[src/rtl/pc_gen_unit.sv]
// pc_gen_unit: fetch-address generator for the MIPS front end.
//
// It holds the fetch PC and drives the instruction-memory chip enable. It supports
// a reset vector, an exception vector, ERET return, pipeline stall and a fetch-grant
// handshake. A branch that arrives during a stall is buffered until the stall clears.
//
// Ports
//   clk                      in   1       clock, rising edge
//   rst                      in   1       asynchronous, active-high reset
//   stall_i                  in   1       pipeline stall
//   branch_flag_i            in   1       branch taken this cycle
//   branch_target_address_i  in   ADDR_W  branch target
//   exc_flag_i               in   1       exception taken, redirect to EXC_VEC
//   eret_flag_i              in   1       exception return, redirect to epc_i
//   epc_i                    in   ADDR_W  return address from CP0
//   if_gnt_i                 in   1       memory accepted the fetch at pc_o
//   pc_o                     out  ADDR_W  current fetch address
//   ce_o                     out  1       instruction memory chip enable
//   redirect_pend_o          out  1       buffered branch waiting for the stall to clear
//   addr_err_o               out  1       one-cycle pulse: misaligned redirect target accepted
module pc_gen_unit #(
  parameter int unsigned          ADDR_W     = 32,
  parameter logic [ADDR_W-1:0]    RESET_VEC  = ADDR_W'(32'h0000_0000),
  parameter logic [ADDR_W-1:0]    EXC_VEC    = ADDR_W'(32'h0000_0020),
  parameter int unsigned          INST_BYTES = 4
) (
  input  logic              clk,
  input  logic              rst,
  input  logic              stall_i,
  input  logic              branch_flag_i,
  input  logic [ADDR_W-1:0] branch_target_address_i,
  input  logic              exc_flag_i,
  input  logic              eret_flag_i,
  input  logic [ADDR_W-1:0] epc_i,
  input  logic              if_gnt_i,
  output logic [ADDR_W-1:0] pc_o,
  output logic              ce_o,
  output logic              redirect_pend_o,
  output logic              addr_err_o
);

  // Low bits that must be zero in an aligned fetch address (all-zero when INST_BYTES == 1).
  localparam logic [ADDR_W-1:0] AlignMask = ADDR_W'(INST_BYTES - 1);
  localparam logic [ADDR_W-1:0] PcInc     = ADDR_W'(INST_BYTES);

  typedef enum logic [0:0] {StBoot, StRun} state_e;

  state_e              r_state;
  state_e              w_state_d;
  logic [ADDR_W-1:0]   r_pc;
  logic [ADDR_W-1:0]   w_pc_d;
  logic                r_pend;
  logic                w_pend_d;
  logic [ADDR_W-1:0]   r_pend_addr;
  logic [ADDR_W-1:0]   w_pend_addr_d;
  logic                r_addr_err;
  logic                w_addr_err_d;

  // State register.
  always_ff @(posedge clk or posedge rst) begin
    if (rst) begin
      r_state <= StBoot;
    end else begin
      r_state <= w_state_d;
    end
  end

  // Next-state logic: boot lasts exactly one edge after reset release.
  always_comb begin
    w_state_d = r_state;
    unique case (r_state)
      StBoot:  w_state_d = StRun;
      StRun:   w_state_d = StRun;
      default: w_state_d = StBoot;
    endcase
  end

  // Outputs decoded from the registered state and datapath registers.
  always_comb begin
    ce_o            = (r_state == StRun);
    pc_o            = r_pc;
    redirect_pend_o = r_pend;
    addr_err_o      = r_addr_err;
  end

  // PC update, in priority order. Redirect targets are forced aligned; a nonzero
  // discarded low bit raises a one-cycle error. Buffered targets are checked on apply.
  always_comb begin
    w_pc_d        = r_pc;
    w_pend_d      = r_pend;
    w_pend_addr_d = r_pend_addr;
    w_addr_err_d  = 1'b0;
    if (r_state == StRun) begin
      if (exc_flag_i) begin
        w_pc_d   = EXC_VEC;
        w_pend_d = 1'b0;
      end else if (eret_flag_i) begin
        w_pc_d       = epc_i & ~AlignMask;
        w_addr_err_d = |(epc_i & AlignMask);
        w_pend_d     = 1'b0;
      end else if (branch_flag_i && !stall_i) begin
        w_pc_d       = branch_target_address_i & ~AlignMask;
        w_addr_err_d = |(branch_target_address_i & AlignMask);
        w_pend_d     = 1'b0;
      end else if (branch_flag_i && stall_i) begin
        // Newest branch under stall wins; the alignment check waits until it is applied.
        w_pend_addr_d = branch_target_address_i;
        w_pend_d      = 1'b1;
      end else if (r_pend && !stall_i) begin
        w_pc_d       = r_pend_addr & ~AlignMask;
        w_addr_err_d = |(r_pend_addr & AlignMask);
        w_pend_d     = 1'b0;
      end else if (!stall_i && if_gnt_i) begin
        // Wraps modulo 2^ADDR_W.
        w_pc_d = r_pc + PcInc;
      end
    end
  end

  always_ff @(posedge clk or posedge rst) begin
    if (rst) begin
      r_pc        <= RESET_VEC;
      r_pend      <= 1'b0;
      r_pend_addr <= '0;
      r_addr_err  <= 1'b0;
    end else begin
      r_pc        <= w_pc_d;
      r_pend      <= w_pend_d;
      r_pend_addr <= w_pend_addr_d;
      r_addr_err  <= w_addr_err_d;
    end
  end

endmodule

[config.mk]
export PLATFORM = sky130hd
export DESIGN_NAME = pc_gen_unit
export DESIGN_NICKNAME = d
export VERILOG_FILES = /design/src/rtl/pc_gen_unit.sv
export SDC_FILE = /design/constraint.sdc
export NUM_CORES = 1
export LEC_CHECK = 0
export ABC_CLOCK_PERIOD_IN_PS = 3500
export BUFFER_PORTS_ARGS = -buffer_cell sky130_fd_sc_hd__buf_2
export CAP_MARGIN = 40
export CORE_MARGIN = 4
export CORE_UTILIZATION = 50
export CTS_CLUSTER_DIAMETER = 150
export DETAILED_ROUTE_END_ITERATION = 8
export PLACE_DENSITY = 0.76
export SLEW_MARGIN = 0
export SYNTH_ARGS = -nofsm -noshare
export SYNTH_HDL_FRONTEND = slang
export SYNTH_SLANG_ARGS = --single-unit
[constraint.sdc]
create_clock -name clk -period 3.5 [get_ports clk]
set_input_delay 1.05 -clock clk [delete_from_list [all_inputs] [get_ports clk]]
set_output_delay 1.05 -clock clk [all_outputs]
set_load 0.1 [all_outputs]
Word-level counts from Yosys, hierarchy flattened

Cells that the tools add are included.

Bitwise logic cells: 3
Add/subtract/negate cells: 1
Muxes and demuxes: 17
Reduce and logical (&&, ||, !) cells: 13
Eq/ne operators: 1

Operator list:

| operator                                                         | count |
|---|---|
| 32-bit 2-to-1 mux                                                | 6 |
| 32-bit by 3-bit adder with 32-bit output (second input constant) | 1 |
| 1-bit 2-to-1 mux                                                 | 11 |
| 5-bit nonzero test                                               | 2 |
| 2-bit OR reduction                                               | 3 |
| 5-bit AND reduction                                              | 1 |
| 1-bit logical AND                                                | 4 |
| 4-bit inequality test (second input constant)                    | 1 |
| 1-bit inverter                                                   | 3 |
| 3-bit AND reduction                                              | 1 |
| 2-bit AND reduction                                              | 1 |
| 1-bit zero test                                                  | 1 |

Input bits: 71
Flip-flop bits (word level): 67
Output and inout port bits: 35
Logic and storage cells: 40

Longest topological paths before layout

Depth in word-level cells: 8
Mapped depth: 7
Gate-level depth less buffers: 6

Worst setup path after synthesis

Ideal clock, no wire load.

Kind: reg2reg
Start: register r_pc[2] (netlist: pc_o[2])
End: register r_pc[22] (netlist: pc_o[22])
Arrival time: 2.504 ns
Data required time: 3.376 ns
Slack: 0.872 ns
Stages on the path, launching flop included: 7
Path buffers: 0
Cells stage by stage: dfrtp_1 -> ha_1 -> nand4_2 -> or4_1 -> nor2_1 -> o21ai_1 -> a211o_1

Cells in the longest elaborated chain, start to end: 7

RTL lines:

| what                                     | RTL line | text |
|---|---|---|
| from (decl)                              | 50       | `logic [ADDR_W-1:0] r_pc;` |
| from (signal assigned)                   | 127      | `r_pc <= w_pc_d;` |
| 32-bit by 3-bit adder with 32-bit output | 115      | `w_pc_d = r_pc + PcInc;` |
| 32-bit 2-to-1 mux                        | 113      | `end else if (!stall_i && if_gnt_i) begin` |
| 32-bit 2-to-1 mux                        | 109      | `end else if (r_pend && !stall_i) begin` |
| 32-bit 2-to-1 mux                        | 105      | `end else if (branch_flag_i && stall_i) begin` |
| 32-bit 2-to-1 mux                        | 101      | `end else if (branch_flag_i && !stall_i) begin` |
| 32-bit 2-to-1 mux                        | 97       | `end else if (eret_flag_i) begin` |
| 32-bit 2-to-1 mux                        | 94       | `if (exc_flag_i) begin` |

Every way passes these cells. The select of a mux whose other input is x is not followed.
A chain may end at the register's enable or synchronous reset.

Worst setup path after layout

Start: input port eret_flag_i
End: register r_pc[26] (netlist: pc_o[26])

Cells in the longest elaborated chain, start to end: 2
Elaborated cells between the ends (all ways): 5

RTL lines:

| what                                                                      | RTL line | text |
|---|---|---|
| from (decl)                                                               | 33       | `input logic eret_flag_i,` |
| 4-bit inequality test (no source line) (tied with other cells)            | -        |  |
| 3-bit AND reduction (no source line) or 32-bit 2-to-1 mux (tied branches) | -        |  |

Parallel ways exist; a longest one is shown, timed or not.

==> impl_metrics.yaml <==
status:
  outcome: "completed"
floorplan:
  num_rows: 33
  die_height_um: 99.2
  die_area_um2: 9840
  core-area_um2: 8130
  chipWidth_um: 99.2
  floorplan.io_pins: 106
  initial_core_util_pct: 51.1
placed_design:
  dpl.hpwl_um: 9900
  gp_congestion: 0.917
  buffer_ports.inserted: 103
  postPlaceCellArea_um2: 4830
  post-place-ws_ns: 0.521
global_route:
  maximum_number_of_pins_on_one_net_before_global_route_repair: 25
  globalRouteTotalUtil_pct: 28.1
  grt_first_pass_wirelength_um: 22000
  initial_antenna_violation_count: 0
  vias_in_the_first_global_route: 4393
  globalRouteOverflowTotal: 0
cts:
  clock-root-buffer: "sky130_fd_sc_hd__clkbuf_8"
  clock_tree_from_tritoncts: "done"
  buffer_count_from_post_cts_setup_fixing: 0
  cts.htree.levels: 3
  clk_path_buf_depth: 2
  clkSlewWorstSetupHoldPaths_ns: 0.07
  tritoncts_num_sinks: 65
  post_cts.resized_instances: 0
  cts-hold-fix-buffers: 0
  cts-buffers-inserted: 9
  insertion_delay_ns: 0.34
sta:
  clock.fmax_mhz: 373
  timing.clock.skew_ns: 0.00833
  slew_headroom_pct: 54.1
  min_period_ns: 2.68
  fin_crit_sh_pct: 76.7
  setup_viol: 0
  fin_worst_hold_slack_ns: 0.508
  final-hold-violation-count: 0
  worst_pin_slew_ns: 0.683
  final.setup.tns_ns: 0
  rsz0062_at_grt: "no"
  finalMaxSlewViolations: 0
  setup_slack_ns: 0.817
logic_synthesis:
  synthTopCellsByArea: "sky130_fd_sc_hd__dfrtp_1 39%, sky130_fd_sc_hd__mux2_2 8.9%, sky130_fd_sc_hd__o21ai_0 4.3%, sky130_fd_sc_hd__nand2_1 4.2%, sky130_fd_sc_hd__nand3_1 2.9%"
  synth-compound-area-share_pct: 23.6
  synth.top_cell.area_share_pct: 39.1
  yosys_warnings: 0
  synth_enable_flop_cells: 0
  postSynth.topFlopCell: "sky130_fd_sc_hd__dfrtp_1"
  synth_adder_area_share_pct: 0.301
  ys_ff_latch: 65
  muxShareOfSynthArea_pct: 9.66
  netlist-cell-type-count: 63
  synth.avg_cell_area_um2: 8.96
  mappedNetlistArea_um2: 4160
  post_synthesis_sequential_area_ratio_pct: 39.1
  post_synth_simple_gate_area_pct: 22.2
  post_synth_inst_count: 464
  synth_top_cell_by_area: "sky130_fd_sc_hd__dfrtp_1"
  dominant_combinational_cell_family_by_area_after_synthesis: "compound AO/OA/AOI/OAI gates"
  ys_async_sr_fraction_pct: 100
  synth-xor-area-share_pct: 1.05
drt:
  wl_per_cell_um: 19.9
  route.vias.total: 4438
  top_layer: "met4"
  wirelength_um: 13500
  route.met3.wl_um: 1310
  wl_met1_um: 5530
  route.detailed.vias_per_inst: 6.55
  drt_iter0_drc: 399
  dr.pass1.iters: 5
  antenna_violating_nets_post_route: 0
  met2_wirelength_um: 6340
  route.detailed.drc: 0
finish:
  antennaDiodeCount: 0
  layout.nets: 640
  multi_input_comb_area_um2: 2380
  sequential_cell_area_um2: 1630
  fraction_of_final_layout_cells_with_drive_strength_greater_than_1_pct: 31.6
  n_fill_cell: 710
  postLayoutCellArea_um2: 5010
  synthToLayoutAreaGrowth_pct: 20.4
power:
  power_density_over_the_cells_nw_per_um2: 465
  power.ir.vdd_worst_mv: 0.242
  total_leakage_power_nw: 2.26
  fin_total_pwr_mw: 2.33
worst_setup_path:
  worst-endpoint-arrival_ns: 2.96
  timing_worst_setup_path_type: "in -> reg"
  critPathRequiredTime_ns: 3.78
  timing.reg2reg.setup_slack_ns: 1.23
  timing.critical_path.to_type: "register"
  ff2ff_path_depth: 6
  cp_max_fo: 24
  critical_path.startpoint_type: "primary input"
worst_hold_path:
  holdCritPathClass: "reg -> reg"
  hold_path_depth: 1
flow_run:
  max_cap_violations: 0
-- registers in the layout, summed over array words and instances (netlist names) --
name,count
pc_o,30
redirect_pend_o,1
r_pend_addr,32
ce_o,1
addr_err_o,1
-- metrics by stage --
step,instances,util [%]
after floorplan,465,-
after global placement,661,59.1
after detailed placement,662,59.4
after CTS,678,61.5
after global routing,678,61.5
final,678,61.5
-- power breakdown --
group	internal, mW	switching (mW)	total, mW
Combinational	0.220	0.522	0.742
Clock	0.293	0.293	0.586
Sequential	0.875	0.127	1.00
Total	1.39	0.941	2.33
-- Yosys cell counts (2+ instances only) --
| master | count |
|---|---|
| sky130_fd_sc_hd__o21ai_1 | 5 |
| sky130_fd_sc_hd__o32ai_1 | 2 |
| sky130_fd_sc_hd__nand4_2 | 2 |
| sky130_fd_sc_hd__clkbuf_1 | 15 |
| sky130_fd_sc_hd__nand2b_1 | 8 |
| sky130_fd_sc_hd__and3_1 | 5 |
| sky130_fd_sc_hd__nand4_1 | 14 |
| sky130_fd_sc_hd__a22oi_1 | 15 |
| sky130_fd_sc_hd__a22o_1 | 4 |
| sky130_fd_sc_hd__o22ai_1 | 5 |
| sky130_fd_sc_hd__or3_1 | 6 |
| sky130_fd_sc_hd__a21o_1 | 4 |
| sky130_fd_sc_hd__o221ai_1 | 7 |
| sky130_fd_sc_hd__conb_1 | 2 |
| sky130_fd_sc_hd__nand3_1 | 24 |
| sky130_fd_sc_hd__buf_4 | 2 |
| sky130_fd_sc_hd__o211ai_1 | 5 |
| sky130_fd_sc_hd__mux2i_1 | 3 |
| sky130_fd_sc_hd__nor2_1 | 30 |
| sky130_fd_sc_hd__mux2_2 | 33 |
| sky130_fd_sc_hd__o31ai_1 | 2 |
| sky130_fd_sc_hd__xor2_1 | 2 |
| sky130_fd_sc_hd__o22a_1 | 7 |
| sky130_fd_sc_hd__a211o_1 | 4 |
| sky130_fd_sc_hd__buf_2 | 9 |
| sky130_fd_sc_hd__nor4_1 | 8 |
| sky130_fd_sc_hd__and4_1 | 2 |
| sky130_fd_sc_hd__nor3_1 | 9 |
| sky130_fd_sc_hd__a211oi_1 | 6 |
| sky130_fd_sc_hd__a31o_2 | 3 |
| sky130_fd_sc_hd__o21ai_0 | 36 |
| sky130_fd_sc_hd__inv_1 | 10 |
| sky130_fd_sc_hd__dfrtp_1 | 65 |
| sky130_fd_sc_hd__nor4_2 | 3 |
| sky130_fd_sc_hd__a221oi_1 | 2 |
| sky130_fd_sc_hd__and2_1 | 2 |
| sky130_fd_sc_hd__nor2b_1 | 6 |
| sky130_fd_sc_hd__a221o_1 | 4 |
| sky130_fd_sc_hd__xnor2_1 | 3 |
| sky130_fd_sc_hd__or4_1 | 2 |
| sky130_fd_sc_hd__nand2_1 | 46 |
| sky130_fd_sc_hd__a21oi_1 | 20 |
| sky130_fd_sc_hd__nand3b_1 | 2 |
-- critical path, stage by stage --
cell and delay, ns:
sky130_fd_sc_hd__buf_2 0.36, sky130_fd_sc_hd__buf_4 0.28, sky130_fd_sc_hd__nand2b_1 0.16, sky130_fd_sc_hd__nand4_1 0.45, sky130_fd_sc_hd__nor4_1 0.45, sky130_fd_sc_hd__mux2i_1 0.12, sky130_fd_sc_hd__nand2_1 0.07
-- layer usage --
| metal | vias to the layer above | track usage [%] |
|---|---|---|
| met2 | 269 | 43.7 |
| met1 | 2153 | 38.8 |
| li1 | 1982 | - |
| met3 | 34 | 5.26 |
| met5 | - | 0 |
| met4 | 0 | 11.6 |
-- cell usage in the layout, fill, tap and decap left out, drive strengths merged, types with 4 or more instances in the layout --
cell / instances
a211o: 4
a211oi: 7
a21o: 4
a21oi: 21
a221o: 4
a22o: 4
a22oi: 15
and3: 5
buf: 119
clkbuf: 13
clkinv: 4
dfrtp: 65
inv: 10
mux2: 33
nand2: 46
nand2b: 8
nand3: 24
nand4: 16
nor2: 30
nor2b: 6
nor3: 9
nor4: 12
o211ai: 5
o21ai: 41
o221ai: 7
o22a: 7
o22ai: 5
or3: 6
-- cell type report --
class	instances	area share, %
Inverter	11	0.825
Tap cell	105	2.62
Multi-Input combinational cell	362	47.5
Sequential cell	65	32.5
Clock inverter	3	0.300
Timing Repair Buffer	119	13.1
Clock buffer	13	3.17
-- final timing paths --
path	from	endpoint
setup / recovery	eret_flag_i	pc_o[26]
setup reg to reg	pc_o[2]	pc_o[30]
hold reg to reg	r_pend_addr[18]	r_pend_addr[18]
min in group asynchronous	rst	r_pend_addr[9]
max in group asynchronous	rst	pc_o[25]
hold / removal	r_pend_addr[18]	r_pend_addr[18]
-- logic make-up after synthesis --
group                    after synthesis
AO/OA/AOI/OAI                        143
XOR/XNOR                               5
AND/OR/NAND/NOR                      174
flip-flops                            65
adder cells (fa/ha/maj)                1
other                                  2
buffers and inverters                 38
multiplexers                          36
No activity file was read; power rests on OpenSTA's default activity.
